File: src/rtl/shift_reg_pkg.sv
// Shared types and helpers for the shift_registers family.
package shift_reg_pkg;

  // Two-state serializer control: waiting for a word, or shifting one out.
  typedef enum logic {
    ST_IDLE  = 1'b0,
    ST_SHIFT = 1'b1
  } state_t;

  // Bits needed to count 0..n-1, never less than one bit.
  function automatic int cnt_width(input int n);
    int w;
    for (w = 1; (1 << w) < n; w++) begin
    end
    return w;
  endfunction

endpackage

File: src/rtl/piso_shreg.sv
// Loadable shift register with a serial-out tap at the output end.
// Load wins over shift; vacated positions are filled with zero.
module piso_shreg
  import shift_reg_pkg::*;
#(
  parameter int WIDTH     = 4,
  parameter bit MSB_FIRST = 1'b1
) (
  input  logic             clk,
  input  logic             rst,
  input  logic             load,
  input  logic             shift_en,
  input  logic [WIDTH-1:0] din,
  output logic             sout
);

  logic [WIDTH-1:0] shreg_reg;

  // Hold, load a new word, or move one place toward the output end.
  always_ff @(posedge clk) begin
    if (rst) begin
      shreg_reg <= '0;
    end else if (load) begin
      shreg_reg <= din;
    end else if (shift_en) begin
      if (MSB_FIRST) begin
        shreg_reg <= {shreg_reg[WIDTH-2:0], 1'b0};
      end else begin
        shreg_reg <= {1'b0, shreg_reg[WIDTH-1:1]};
      end
    end
  end

  assign sout = MSB_FIRST ? shreg_reg[WIDTH-1] : shreg_reg[0];

endmodule

File: src/rtl/piso_serializer.sv
// Parallel-in serial-out transmitter. A word taken over valid/ready is
// emitted one bit per clock; the next word can be taken on the last bit
// so back-to-back words stream with no gap.
module piso_serializer
  import shift_reg_pkg::*;
#(
  parameter int WIDTH     = 4,
  parameter bit MSB_FIRST = 1'b1
) (
  input  logic             clk,
  input  logic             rst,
  input  logic [WIDTH-1:0] in_data,
  input  logic             in_valid,
  output logic             in_ready,
  output logic             o_sd,
  output logic             o_sv,
  output logic             o_last,
  output logic             o_busy
);

  localparam int CW = cnt_width(WIDTH);
  localparam logic [CW-1:0] LAST_CNT = CW'(WIDTH - 1);

  state_t        state_reg;
  logic [CW-1:0] cnt_reg;
  logic          at_last;
  logic          shifting;
  logic          accept;
  logic          tap;

  assign shifting = (state_reg == ST_SHIFT);
  assign at_last  = (cnt_reg == LAST_CNT);
  // Ready depends only on registered state so there is no valid->ready loop.
  assign in_ready = (state_reg == ST_IDLE) | (shifting & at_last);
  assign accept   = in_valid & in_ready;

  // Control FSM and bit counter; the counter reloads instead of wrapping.
  always_ff @(posedge clk) begin
    if (rst) begin
      state_reg <= ST_IDLE;
      cnt_reg   <= '0;
    end else begin
      case (state_reg)
        ST_IDLE: begin
          if (accept) begin
            state_reg <= ST_SHIFT;
            cnt_reg   <= '0;
          end
        end
        ST_SHIFT: begin
          if (!at_last) begin
            cnt_reg <= cnt_reg + CW'(1);
          end else if (accept) begin
            cnt_reg <= '0;
          end else begin
            state_reg <= ST_IDLE;
            cnt_reg   <= '0;
          end
        end
        default: begin
          state_reg <= ST_IDLE;
          cnt_reg   <= '0;
        end
      endcase
    end
  end

  piso_shreg #(
    .WIDTH     (WIDTH),
    .MSB_FIRST (MSB_FIRST)
  ) u_shreg (
    .clk      (clk),
    .rst      (rst),
    .load     (accept),
    .shift_en (shifting & ~at_last),
    .din      (in_data),
    .sout     (tap)
  );

  // Outputs come from registered state only; data is forced low when idle.
  assign o_sv   = shifting;
  assign o_busy = shifting;
  assign o_sd   = shifting & tap;
  assign o_last = shifting & at_last;

endmodule

File: config.mk
export PLATFORM = sky130hd
export DESIGN_NAME = piso_serializer
export DESIGN_NICKNAME = d
export VERILOG_FILES = /design/src/rtl/shift_reg_pkg.sv /design/src/rtl/piso_shreg.sv /design/src/rtl/piso_serializer.sv
export SDC_FILE = /design/constraint.sdc
export NUM_CORES = 1
export LEC_CHECK = 0
export CELL_PAD_IN_SITES_DETAIL_PLACEMENT = 1
export CELL_PAD_IN_SITES_GLOBAL_PLACEMENT = 1
export CORE_AREA = 2 2 39 41
export DETAILED_ROUTE_END_ITERATION = 12
export DIE_AREA = 0 0 41 43
export GPL_TIMING_DRIVEN = 1
export PLACE_DENSITY_LB_ADDON = 0.1
export SLEW_MARGIN = 20
export SYNTH_ARGS = -nofsm -noshare
export SYNTH_HDL_FRONTEND = slang
export SYNTH_SLANG_ARGS = --single-unit
File: constraint.sdc
create_clock -name clk -period 1.3 [get_ports clk]
set_clock_uncertainty 0.1 [all_clocks]
set_input_delay 0.13 -clock clk [delete_from_list [all_inputs] [get_ports clk]]
set_output_delay 0.13 -clock clk [all_outputs]
set_load 0.03 [all_outputs]
==> results <==
[how the worst max path moves through the flow]
| stage | from | to | slack (ps) | cells past startpoint |
|---|---|---|---|---|
| floorplan | cnt_reg[0] | u_shreg.shreg_reg[0] | 50 | 3 |
| global placement | in_valid | u_shreg.shreg_reg[0] | -110 | 3 |
| detailed placement | in_valid | u_shreg.shreg_reg[0] | -140 | 3 |
| CTS | cnt_reg[0] | o_last | 8 | 3 |
| global route | cnt_reg[0] | in_ready | -9 | 3 |
| finish | cnt_reg[0] | in_ready | 30 | 3 |
[power breakdown]
| part | internal, uW | switching [uW] |
|---|---|---|
| registers | 231 | 15.8 |
| clock network | 117 | 81.8 |
| logic | 58.2 | 45.7 |
| total | 406 | 143 |
[layer usage]
layer / part of all wire (%) / global-route usage, % / wire, um
met2: 52 / 19.38 / 452
met4: 0 / 6.000 / 0
met1: 43 / 15.43 / 375
met5: 0 / 0 / 0
met3: 4.3 / 4.712 / 37
[cells by family (layout without fill, tap and decap cells)]
group | Yosys count | after routing | share of synthesized area [%]
buffers and inverters | 3 | 20 | 6.741
AO/OA/AOI/OAI | 6 | 6 | 11.23
multiplexers | 4 | 4 | 12.36
adder cells (fa/ha/maj) | 1 | 1 | 3.745
AND/OR/NAND/NOR | 11 | 11 | 23.97
flip-flops | 7 | 7 | 41.95
[area by class of cell]
type	instances	area [sq um]
Fill cell	164	858.3
Multi-Input combinational cell	22	193.9
Sequential cell	7	146.4
Timing Repair Buffer	15	135.1
Clock buffer	4	26.28
Tap cell	16	20.02
Inverter	1	3.754
[tightest hold or removal path: cells and delay by family (launching register included)]
kind | cells | cell delay (ps)
flip-flops | 1 | 350
AND/OR/NAND/NOR | 1 | 110
AO/OA/AOI/OAI | 1 | 50
[stage by stage]
step / setup slack [ps] / setup TNS, ps / utilization, % / instances
after floorplan: 53.53 / 0 / - / 32
after global placement: -109.5 / -262.4 / 32.64 / 59
after detailed placement: -138.9 / -422.6 / 32.64 / 59
after CTS: 8.456 / 0 / 37.07 / 64
after global routing: -8.775 / -17.54 / 37.97 / 65
final: 29.29 / 0 / 37.97 / 65
[layout by cell type (no fill, tap or decap), drive strengths merged]
cell type      count
a211oi             3
mux2i              3
clkbuf             4
nor3b              3
mux2               1
nand2              1
a21oi              3
ha                 1
nand2b             1
and3b              1
inv                1
and2               2
dfxtp              7
clkdlybuf4s50      6
or3b               3
buf                9
[timing repair]
| item | CTS | global route |
|---|---|---|
| gates resized for setup | 7 | 2 |
| setup buffers | 1 | 1 |
| setup endpoints to repair | 2 | 3 |
| pin swaps | 1 | 0 |
==> results.md <==
- Run status: complete, no violations
- Die Span X: 41 um
- Post-cts hold buffer count: 0
- Boundary Pins: 12
- Row cnt: 14
- Share of the clock period used by the worst path after layout: 97.75%
- Slowest cell on crit path: dfxtp_2
- Clock Root Buffer: clkbuf_4
- HP Class: reg -> reg
- Flip-flop cell with the highest count after synthesis: dfxtp_1
- Iteration-0 DRC count of the detailed router: 4
- GRT Total Usage: 12.85%
- Critical path required time: 1070 ps
- Library cell with the highest instance count after synthesis: dfxtp_1
- Count of nets after finishing: 58
- Number of antenna violations at the first check in global routing: 0
- Drt drc: 0
- Area share of the leading cell type in the synthesized netlist: 41.95%
- Origin of the worst min-delay path: cnt_reg[0]
- Crit-path max FO: 5
- Setup CP Type: reg -> out
- Number of enable flip-flop cells after synthesis: 0
- Clock tree from TritonCTS: built
- R2R depth: 5
- Wire length of the first global-routing pass: 1.476 mm
- Num CTS Buffers: 3
- Actual transition at the worst max-transition pin: 248.9 ps
- Post-synth design cell area: 334.1 sq um
- Number of instances on the worst hold path: 2
- Clock sinks: 7
- Final critical-path required period: 1271 ps
- Cells after synthesis: 32
- Layout overhead on the synthesized area: 57.30%
- Total vias in the final route: 296
- Overflow after GRT: 0
- Headroom to the max-slew limit: 83.35%
- Vias in the first global route: 320
- Worst flop-to-flop path startpoint: cnt_reg[0]
- Final Wtd Congestion: 0.6172
- Unrepaired setup endpoints after global routing: yes
- Startpoint type of the worst setup path: register
- Effective utilization at floorplan: 24.14%
- Clk_lat worst skew: 250 ps
- Pin count of the biggest net entering global routing: 13
- Buf/Inv on CP: 1
- Synth Area per Inst: 10.44 sq um
- Count of different cell masters after synthesis: 15
- Portion of the post-synthesis area used by sequential elements: 41.95%
- End of the worst hold path: cnt_reg[0]
- Worst reg2reg setup slack: 60 ps
- Final number of max-transition violations: 0
- IO Port Bufs: 11
- Worst setup EP type: primary output
- Final routed wirelength across all metal layers: 865 um
- Final total power: 549.3 uW
- Crit-path cells: ha_4 -> nand2b_4 -> buf_6
- Maximum cell stage delay along the critical path: 330 ps
- Fin. Hold Viols: 0
- Placed cell areas: 451.7 sq um
- Max-cap violations: 0
- IR Drop Worst-Case VDD: 0.0004180 V
- Maximum root-to-sink buffer count: 2
- Initial DRT Pass Iterations: 2
- Post-synthesis net count: 40
- Arrival time at the worst endpoint: 1040 ps
- Final HPWL from detailed placement: 611 um
- Placeable Area: 1384 sq um
- Largest delay share family, worst path: flip-flops
- Synthesized flop and latch total: 7
- Worst Hold Margin: 450.5 ps
- Leak Pwr: 0.0002200 uW
- Finish-stage setup viols: 0
- Average vias per placed instance: 4.554
- Number of warnings issued by yosys: 0
- Fraction of registers with async set/reset: 0%
- Top cells by area in the synthesized netlist: dfxtp_1 (42%), mux2i_1 (9.0%), or3b_1 (7.9%)
- Fraction of final layout cells with drive strength greater than 1: 38.78%
- Die Area: 1763 sq um
- Max frequency: 0.7870 GHz
- Antenna diodes: 0
- Largest area contributor in the netlist: dfxtp_1
- Clock transition at the registers of the reported paths: 50 ps
- Maximum level of the CTS H-tree: 1
- Die height: 43 um
- Count of antenna-violating nets left after detailed routing: 0
- Number of flip-flops under the largest register name: 4
- Power Density: 1045 nW/um^2
- Final routed wire length divided by cell count: 13.31 um
- Post-Layout Inst Area: 525.5 sq um
- Capture instance of the worst register-to-register path: u_shreg.shreg_reg[2]
No activity file was read; power rests on OpenSTA's default activity.
